$ cat src/rtl/segment_histogram_collector_if.sv
// segment_histogram_collector_if
//   Bundles the window control, sample stream and status/count outputs of
//   segment_histogram_collector.
//   master: drives in_* (sampler/control side), reads out_*.
//   slave : the collector; reads in_*, drives out_*.
//   When SEGMENT_HISTOGRAM_ZERO_WEIGHT_CHECK_EN is defined, adds in_weight0..3
//   and out_zero_weight_hit.
interface segment_histogram_collector_if #(
    parameter int unsigned COUNT_W  = 16,
    parameter int unsigned WINDOW_W = 16
);
    logic                in_start;
    logic [WINDOW_W-1:0] in_window_length;
    logic                in_enable;
    logic [1:0]          in_segment_number;
    logic [COUNT_W-1:0]  out_count0;
    logic [COUNT_W-1:0]  out_count1;
    logic [COUNT_W-1:0]  out_count2;
    logic [COUNT_W-1:0]  out_count3;
    logic [COUNT_W-1:0]  out_total;
    logic                out_busy;
    logic                out_done;
    logic                out_overflow;
`ifdef SEGMENT_HISTOGRAM_ZERO_WEIGHT_CHECK_EN
    logic [7:0]          in_weight0;
    logic [7:0]          in_weight1;
    logic [7:0]          in_weight2;
    logic [7:0]          in_weight3;
    logic                out_zero_weight_hit;
`endif

    modport master (
        output in_start, in_window_length, in_enable, in_segment_number,
`ifdef SEGMENT_HISTOGRAM_ZERO_WEIGHT_CHECK_EN
        output in_weight0, in_weight1, in_weight2, in_weight3,
        input  out_zero_weight_hit,
`endif
        input  out_count0, out_count1, out_count2, out_count3, out_total,
        input  out_busy, out_done, out_overflow
    );

    modport slave (
        input  in_start, in_window_length, in_enable, in_segment_number,
`ifdef SEGMENT_HISTOGRAM_ZERO_WEIGHT_CHECK_EN
        input  in_weight0, in_weight1, in_weight2, in_weight3,
        output out_zero_weight_hit,
`endif
        output out_count0, out_count1, out_count2, out_count3, out_total,
        output out_busy, out_done, out_overflow
    );
endinterface

$ cat src/rtl/segment_histogram_collector.sv
// segment_histogram_collector
//   Counts occurrences of 2-bit segment numbers over a programmable window of
//   qualified samples and reports per-segment counts, total and status.
// Ports:
//   in_clock  - system clock, rising edge
//   in_reset  - synchronous active-high reset
//   hist_if   - segment_histogram_collector_if.slave:
//               in_start, in_window_length, in_enable, in_segment_number,
//               out_count0..3, out_total, out_busy, out_done, out_overflow
// Optional: define SEGMENT_HISTOGRAM_ZERO_WEIGHT_CHECK_EN to add latched
//   per-segment weights and a sticky out_zero_weight_hit flag.
module segment_histogram_collector #(
    parameter int unsigned COUNT_W  = 16,
    parameter int unsigned WINDOW_W = 16
) (
    input  logic                            in_clock,
    input  logic                            in_reset,
    segment_histogram_collector_if.slave    hist_if
);
    typedef enum logic [1:0] {StIdle, StCollect, StDone} state_t;

    localparam logic [COUNT_W-1:0]  CntMax   = '1;
    localparam logic [COUNT_W-1:0]  CntOne   = COUNT_W'(1);
    localparam logic [WINDOW_W-1:0] WinOne   = WINDOW_W'(1);

    state_t              r_state;
    logic [COUNT_W-1:0]  r_count [4];
    logic [COUNT_W-1:0]  r_total;
    logic [WINDOW_W-1:0] r_sample_cnt;
    logic [WINDOW_W-1:0] r_len;
    logic                r_busy;
    logic                r_done;
    logic                r_overflow;

    logic                w_sample;
    logic                w_last;
    logic [COUNT_W-1:0]  w_seg_cur;

`ifdef SEGMENT_HISTOGRAM_ZERO_WEIGHT_CHECK_EN
    logic [7:0]          r_weight [4];
    logic                r_zero_hit;
`endif

    always_comb begin
        w_sample  = (r_state == StCollect) && hist_if.in_enable;
        w_seg_cur = r_count[hist_if.in_segment_number];
        // Window closes on the sample that reaches the programmed length, or
        // on the one that drives the total into saturation.
        w_last    = (r_sample_cnt == (r_len - WinOne)) || (r_total == (CntMax - CntOne));
    end

    always_ff @(posedge in_clock) begin
        if (in_reset) begin
            r_state      <= StIdle;
            for (int i = 0; i < 4; i++) r_count[i] <= '0;
            r_total      <= '0;
            r_sample_cnt <= '0;
            r_len        <= '0;
            r_busy       <= 1'b0;
            r_done       <= 1'b0;
            r_overflow   <= 1'b0;
`ifdef SEGMENT_HISTOGRAM_ZERO_WEIGHT_CHECK_EN
            for (int i = 0; i < 4; i++) r_weight[i] <= '0;
            r_zero_hit   <= 1'b0;
`endif
        end else begin
            unique case (r_state)
                StIdle, StDone: begin
                    // A sample in the start cycle is deliberately not counted.
                    if (hist_if.in_start) begin
                        for (int i = 0; i < 4; i++) r_count[i] <= '0;
                        r_total      <= '0;
                        r_sample_cnt <= '0;
                        r_overflow   <= 1'b0;
                        r_len        <= hist_if.in_window_length;
`ifdef SEGMENT_HISTOGRAM_ZERO_WEIGHT_CHECK_EN
                        r_weight[0]  <= hist_if.in_weight0;
                        r_weight[1]  <= hist_if.in_weight1;
                        r_weight[2]  <= hist_if.in_weight2;
                        r_weight[3]  <= hist_if.in_weight3;
                        r_zero_hit   <= 1'b0;
`endif
                        if (hist_if.in_window_length == '0) begin
                            r_state <= StDone;
                            r_busy  <= 1'b0;
                            r_done  <= 1'b1;
                        end else begin
                            r_state <= StCollect;
                            r_busy  <= 1'b1;
                            r_done  <= 1'b0;
                        end
                    end
                end
                StCollect: begin
                    if (w_sample) begin
                        if (w_seg_cur == CntMax) begin
                            r_overflow <= 1'b1;
                        end else begin
                            r_count[hist_if.in_segment_number] <= w_seg_cur + CntOne;
                            if ((w_seg_cur + CntOne) == CntMax) r_overflow <= 1'b1;
                        end
                        if (r_total != CntMax) begin
                            r_total <= r_total + CntOne;
                            if ((r_total + CntOne) == CntMax) r_overflow <= 1'b1;
                        end
                        r_sample_cnt <= r_sample_cnt + WinOne;
`ifdef SEGMENT_HISTOGRAM_ZERO_WEIGHT_CHECK_EN
                        if (r_weight[hist_if.in_segment_number] == 8'd0) r_zero_hit <= 1'b1;
`endif
                        if (w_last) begin
                            r_state <= StDone;
                            r_busy  <= 1'b0;
                            r_done  <= 1'b1;
                        end
                    end
                end
                default: begin
                    r_state <= StIdle;
                    r_busy  <= 1'b0;
                    r_done  <= 1'b0;
                end
            endcase
        end
    end

    assign hist_if.out_count0   = r_count[0];
    assign hist_if.out_count1   = r_count[1];
    assign hist_if.out_count2   = r_count[2];
    assign hist_if.out_count3   = r_count[3];
    assign hist_if.out_total    = r_total;
    assign hist_if.out_busy     = r_busy;
    assign hist_if.out_done     = r_done;
    assign hist_if.out_overflow = r_overflow;
`ifdef SEGMENT_HISTOGRAM_ZERO_WEIGHT_CHECK_EN
    assign hist_if.out_zero_weight_hit = r_zero_hit;
`endif
endmodule
$ cat src/flat_wrapper.sv
// flat-port wrapper written by rule: the top's interface ports become plain ports
module segment_histogram_collector_flat 
#(
    parameter int unsigned COUNT_W  = 16,
    parameter int unsigned WINDOW_W = 16
)
  (in_clock, in_reset, hist_if_in_start, hist_if_in_window_length, hist_if_in_enable, hist_if_in_segment_number, hist_if_out_count0, hist_if_out_count1, hist_if_out_count2, hist_if_out_count3, hist_if_out_total, hist_if_out_busy, hist_if_out_done, hist_if_out_overflow);
  segment_histogram_collector_if #(.COUNT_W(COUNT_W), .WINDOW_W(WINDOW_W)) hist_if_i ();
  input  logic in_clock;
  input  logic in_reset;
  input wire logic [$bits(hist_if_i.in_start)-1:0] hist_if_in_start;
  input wire logic [$bits(hist_if_i.in_window_length)-1:0] hist_if_in_window_length;
  input wire logic [$bits(hist_if_i.in_enable)-1:0] hist_if_in_enable;
  input wire logic [$bits(hist_if_i.in_segment_number)-1:0] hist_if_in_segment_number;
  output wire logic [$bits(hist_if_i.out_count0)-1:0] hist_if_out_count0;
  output wire logic [$bits(hist_if_i.out_count1)-1:0] hist_if_out_count1;
  output wire logic [$bits(hist_if_i.out_count2)-1:0] hist_if_out_count2;
  output wire logic [$bits(hist_if_i.out_count3)-1:0] hist_if_out_count3;
  output wire logic [$bits(hist_if_i.out_total)-1:0] hist_if_out_total;
  output wire logic [$bits(hist_if_i.out_busy)-1:0] hist_if_out_busy;
  output wire logic [$bits(hist_if_i.out_done)-1:0] hist_if_out_done;
  output wire logic [$bits(hist_if_i.out_overflow)-1:0] hist_if_out_overflow;
  assign hist_if_i.in_start = hist_if_in_start;
  assign hist_if_i.in_window_length = hist_if_in_window_length;
  assign hist_if_i.in_enable = hist_if_in_enable;
  assign hist_if_i.in_segment_number = hist_if_in_segment_number;
  assign hist_if_out_count0 = hist_if_i.out_count0;
  assign hist_if_out_count1 = hist_if_i.out_count1;
  assign hist_if_out_count2 = hist_if_i.out_count2;
  assign hist_if_out_count3 = hist_if_i.out_count3;
  assign hist_if_out_total = hist_if_i.out_total;
  assign hist_if_out_busy = hist_if_i.out_busy;
  assign hist_if_out_done = hist_if_i.out_done;
  assign hist_if_out_overflow = hist_if_i.out_overflow;
  segment_histogram_collector #(.COUNT_W(COUNT_W), .WINDOW_W(WINDOW_W)) u_core (.in_clock(in_clock), .in_reset(in_reset), .hist_if(hist_if_i));
endmodule
$ cat config.mk
export PLATFORM = sky130hd
export DESIGN_NAME = segment_histogram_collector_flat
export DESIGN_NICKNAME = d
export VERILOG_FILES = /design/src/rtl/segment_histogram_collector_if.sv /design/src/rtl/segment_histogram_collector.sv /design/src/flat_wrapper.sv
export SDC_FILE = /design/constraint.sdc
export NUM_CORES = 1
export LEC_CHECK = 0
export CORE_MARGIN = 10
export CORE_UTILIZATION = 42
export DETAILED_ROUTE_END_ITERATION = 7
export PLACE_DENSITY = 0.68
export SLEW_MARGIN = 20
export SYNTH_ARGS = -nofsm -noshare
export SYNTH_HDL_FRONTEND = slang
export SYNTH_SLANG_ARGS = --single-unit
$ cat constraint.sdc
create_clock -name in_clock -period 4 [get_ports in_clock]
set_clock_uncertainty 0.05 [all_clocks]
set_input_delay 1 -clock in_clock [delete_from_list [all_inputs] [get_ports in_clock]]
set_output_delay 1 -clock in_clock [all_outputs]
set_load 0.02 [all_outputs]
* Yosys cells after proc, flatten, opt, wreduce, memory -nomap -nowiden *
Memories as Yosys holds them, arrays and structs flattened.
Index checks and enable logic that the tools add are counted.

storage, ports and cells
  flip-flop bits (word level) = 53
  bits in writable memories = 64
  memories = 1
  output and inout port bits = 83

cells by class
  reductions and logical operators = 11
  multiplexer cells = 46
  add/sub/neg operators = 4
  equality and inequality tests = 12
  bitwise gates (word level) = 4

memories
  name            words  bits a word  rd ports  clocked after Yosys merged registers in  wr ports  RTL line                           source
  u_core.r_count  4      16           5         0                                        4         segment_histogram_collector.sv:27  logic [COUNT_W-1:0] r_count [4];

operator list
  operator                                                               count
  16-bit two-way mux                                                     9
  16-bit equality test, second input constant                            4
  16-bit one-hot mux with 2 select lines                                 2
  16-bit by 1-bit adder with 16-bit output, second input constant        3
  1-bit two-way mux                                                      26
  16-bit equality test                                                   1
  16-bit zero test                                                       1
  16-bit != test, second input constant                                  1
  16-bit OR reduction                                                    1
  16-bit by 1-bit subtractor with 16-bit output, second input constant   1
  2-bit two-way mux                                                      5
  1-bit one-hot mux with 2 select lines                                  3
  3-bit AND reduction                                                    2
  2-bit by 1-bit != test with 1-bit output, second input constant        2
  2-bit != test, second input constant                                   2
  1-bit OR                                                               4
  2-bit one-hot mux with 2 select lines                                  1
  4-bit AND reduction                                                    1
  2-bit by 1-bit equality test with 1-bit output, second input constant  1
  2-bit equality test, second input constant                             1
  2-bit zero test                                                        1
  2-bit AND reduction                                                    1
  2-bit nonzero test                                                     1
  2-bit OR reduction                                                     1
  other kinds (2)                                                        2

* Longest topological paths before layout *
An unclocked memory read counts as a cell.

  depth after elaboration = 9
  gate-level depth with buffers = 13
  gate-level depth less buffers = 9

* Worst setup path after synthesis *
Ideal clock, no wire load.

  kind = input to register
  start point = in hist_if_in_segment_number[0]
  end point = mem u_core.r_count[0][0], enable pin
  library setup time = 0.372 ns
  arrival = 3.713 ns
  cell stages on the path = 13
  required time = 3.578 ns
  slack = -0.134 ns
  path through = buf_6 -> buf_8 -> mux4_2 -> buf_4 -> ha_1 -> nand4_2 -> nor2_1 -> nand3_1 -> nor3b_2 -> or3b_1 -> buf_6 -> buf_12 -> nand2_1

RTL lines
  what                RTL line                           source
  start: declaration  flat_wrapper.sv:14                 input wire logic [$bits(hist_if_i.in_segment_number)-1:0] hist_if_in_segment_number;
  end: declaration    segment_histogram_collector.sv:27

* Worst setup path after layout *
  start point = in hist_if_in_segment_number[0]
  end point = reg u_core.r_overflow (netlist: u_core.hist_if.out_overflow)

on the way
  cells in the longest elaborated chain, start to end = 9

ends and longest elaborated chain
  what                                       RTL line                            source
  memory 4 x 16 bit (*)                      n/a
  16-bit by 1-bit adder with 16-bit output   segment_histogram_collector.sv:100  if ((w_seg_cur + CntOne) == CntMax) r_overflow <= 1'b1;
  16-bit equality test                       segment_histogram_collector.sv:100
  1-bit two-way mux                          segment_histogram_collector.sv:100
  1-bit two-way mux (*)                      segment_histogram_collector.sv:96   if (w_seg_cur == CntMax) begin
  1-bit two-way mux                          segment_histogram_collector.sv:104  if ((r_total + CntOne) == CntMax) r_overflow <= 1'b1;
  1-bit two-way mux (*)                      segment_histogram_collector.sv:102  if (r_total != CntMax) begin
  1-bit two-way mux (*)                      segment_histogram_collector.sv:95   if (w_sample) begin
  1-bit one-hot mux with 2 select lines (*)  segment_histogram_collector.sv:67   unique case (r_state)
  end signal: assignment                     segment_histogram_collector.sv:97   r_overflow <= 1'b1;
  end signal: assignment                     segment_histogram_collector.sv:100
  end signal: assignment                     segment_histogram_collector.sv:104
  end: declaration                           segment_histogram_collector.sv:33   logic r_overflow;

Mark *: on every way between the ends. The rest lies on a longest branch, timed or not. The select of a mux whose other input is x is not followed.
A chain may end at the register's enable or synchronous reset.

==> impl_results.md <==
* Fmax at 273 MHz
* Post-route ant nets at 0
* Gpl congestion at 0.945
* Hold Vio Cnt, Final at 0
* Yosys top cell by area: edfxtp_1
* TritonCTS clock tree: built
* Die height at 140 um
* Final Slew Violations at 0
* Largest net degree at the start of global routing at 37
* Overall power at 0.00337 W
* Reg2reg setup slack at 1.22 ns
* Clk pin slew, worst setup/hold paths at 0.05 ns
* Slew HR at 52.5%
* Post-CTS resize count at 0
* Seq/Total Area, Yosys at 48.5%
* Post-Route WL at 17600 um
* Number of vias in the routed layout at 5366
* Hold path startpoint: u_core.r_len[12]
* Area share of the largest cell type after synthesis at 31.7%
* Status: completed
* H-tree depth at 4
* Die width at 140 um
* Crit start category: input pin
* Final Util at 58.1%
* WS Path Type: in -> reg
* DRT iter0 DRCs at 524
* Min-Delay Path Class: reg -> reg
* First drt pass iteration count at 5
* First-pass GRT wire length at 28200 um
* Final min period at 3.67 ns
* Max-Cap Viols at 0
* Average size of a mapped cell at 9.91 sq um
* Final Non-Filler Cells at 940
* Post-cts hold buffer count at 0
* Fin nets at 777
* Final period util at 91.7%
* Initial Util at 43.4%
* Path depth of the worst reg2reg path at 9
* R2R Path End: u_core.r_state[0]
* Layout area overhead at 33.9%
* Post-synth EDFFs at 64
* Synth Instances at 612
* Hold Crit Endpoint: u_core.r_len[12]
* Count of input and output buffers at 104
* Crit path capture type: flip-flop
* Worst-Margin Slew at 0.706 ns
* Row count at 43
* Core area at 0.0140 sq mm
* Share of cells above drive strength 1 at 14.3%
* Ant. Diodes at 0
* Final setup fails at 0
* Hold depth at 2
* Leakage at 2.83 nW
* Post-route DRC at 0
* Initial antenna violation count at 0
* GRT Util Overall at 17.7%
* Area contributors post-synth: edfxtp_1 (32%), dfxtp_1 (17%), mux4_2 (5.9%)
* Power Dens Cells at 415 mW/mm^2
* Cells after DPL at 909
* Setup TNS at 0 ns
* Clk_lat worst skew at 0.42 ns
* Synth unique cells at 65
* CTS sink cnt at 115
* CTS buffer count at 17
* RR Startpoint: u_core.r_len[0]
* Clock tree buffer depth at 2
* Routed vias/inst at 5.71
* Register bit total from synthesis at 115
* Data required, critical path at 4.29 ns
* Post-CTS setup buffers at 0
* Crit path DAT at 3.96 ns
* Vias in the first global route at 5382
* WL per Instance at 18.7 um
* Post-DP HPWL at 13300 um
* Warnings from Yosys at 0
* CTS Root Cell: clkbuf_16
* Prevailing post-synth register cell: edfxtp_1
* CP Max Fanout at 7
* Global route overflow at 0
* Die area at 0.0196 sq mm
* RSZ-0062 raised after global routing: no
* Syn nets at 641
* FFs w/ async S/R, synth at 0%
* Mapped Area at 0.00606 sq mm
* Max IR drop VDD at 0.241 mV
* # IOs at 105
-- metrics by stage --
step	setup slack [ns]	hold WS [ns]	cell area (sq um)
floorplan	0.0377	0.399	6070
global placement	0.0491	0.429	7530
detailed placement	-0.135	0.439	7530
CTS	0.328	0.445	8120
global route	0.0838	0.473	8120
finish	0.333	0.446	8120
-- cell usage after synthesis (2+ instances only) --
| master | number |
|---|---|
| nor2_1 | 96 |
| edfxtp_1 | 64 |
| nand2_1 | 60 |
| dfxtp_1 | 51 |
| a21oi_1 | 38 |
| clkbuf_1 | 24 |
| nand3_1 | 23 |
| xnor2_1 | 23 |
| xor2_1 | 23 |
| nand4_1 | 17 |
| o21ai_0 | 17 |
| mux4_2 | 16 |
| nor3_1 | 15 |
| inv_1 | 11 |
| nand3b_1 | 9 |
| nor4_1 | 9 |
| or3_1 | 9 |
| a31oi_1 | 8 |
| and4_1 | 7 |
| ha_1 | 7 |
| nand2b_1 | 6 |
| a211oi_1 | 5 |
| and2_1 | 5 |
| nor2_4 | 5 |
| and3_1 | 4 |
| buf_1 | 4 |
| nand4b_1 | 4 |
| nor2_2 | 4 |
| a311oi_1 | 3 |
| mux2i_1 | 3 |
| nor2b_1 | 3 |
| o22ai_1 | 3 |
| buf_2 | 2 |
| buf_6 | 2 |
| o311a_1 | 2 |
-- how the worst max path moves through the flow --
stage,from,end,slack [ns],cells past startpoint
global placement,hist_if_in_segment_number[0],u_core.r_count[0][3],0.05,10
detailed placement,hist_if_in_segment_number[0],u_core.hist_if.out_overflow,-0.13,10
CTS,hist_if_in_segment_number[0],u_core.hist_if.out_overflow,0.33,10
global route,hist_if_in_segment_number[0],u_core.hist_if.out_overflow,0.08,10
finish,hist_if_in_segment_number[0],u_core.hist_if.out_overflow,0.33,10
floorplan,hist_if_in_segment_number[0],u_core.r_count[3][0],0.04,12
-- flip-flops by register name, summed over array words and instances (netlist names) --
name,flops
u_core.r_sample_cnt,16
u_core.hist_if.out_total,16
u_core.hist_if.out_overflow,1
u_core.r_len,16
u_core.r_state,2
u_core.r_count,64
-- cell type report --
cell class              count  area, sq um
fillers                  1195         5870
flip-flops and latches    115         2940
inverters                  11         41.3
clock buffers              19          433
multi-input cells         451         2900
clock inverters            12          164
repair buffers            152         1410
well taps                 180          225
-- routing by layer --
metal,wire length (um),global-route usage (%),share of wire (%),up-vias
met2,8530,28.9,48,241
met4,341,6.47,1.9,0
met5,0,0,0,-
met1,7230,21.2,41,2593
met3,1490,5.98,8.4,34
li1,-,-,-,2498
-- placed cells by master, fill, tap and decap left out, drive strengths merged, types with 7 or more instances in the layout --
| cell | Yosys | routed |
|---|---|---|
| a21oi | 38 | 38 |
| edfxtp | 64 | 64 |
| inv | 11 | 11 |
| nor3 | 15 | 15 |
| xor2 | 23 | 23 |
| clkbuf | 24 | 19 |
| nand3 | 23 | 23 |
| or3 | 9 | 9 |
| nand4 | 18 | 18 |
| o21ai | 18 | 18 |
| buf | 11 | 48 |
| a31oi | 8 | 8 |
| nor2 | 105 | 105 |
| xnor2 | 23 | 23 |
| nand3b | 9 | 9 |
| nand2 | 60 | 60 |
| mux4 | 16 | 16 |
| ha | 7 | 7 |
| and4 | 7 | 7 |
| clkdlybuf4s50 | 0 | 104 |
| nor4 | 9 | 9 |
| dfxtp | 51 | 51 |
-- report_power, final --
part           internal, W  total [W]  switching [W]
combinational     0.000215   0.000478       0.000263
clock              0.00103    0.00155       0.000518
sequential         0.00130    0.00135      0.0000484
total              0.00255    0.00337       0.000829
-- worst max-delay path: stages --
cell	delay, ns
clkdlybuf4s50_1	0.59
buf_4	0.28
mux4_2	0.37
buf_4	0.14
nand3_1	0.11
or3_1	0.40
a2111oi_0	0.46
nor4b_1	0.33
nand4b_1	0.18
o21ai_1	0.10
-- cells by family after synthesis --
group | Yosys count | synth area share, %
compound gates | 90 | 8.89
simple gates | 288 | 24.2
buf+inv | 46 | 3.65
xor+xnor | 46 | 6.64
flops | 115 | 48.5
mux | 20 | 6.62
fa+ha+maj | 7 | 1.44
Power figures use the tool's default switching activity.
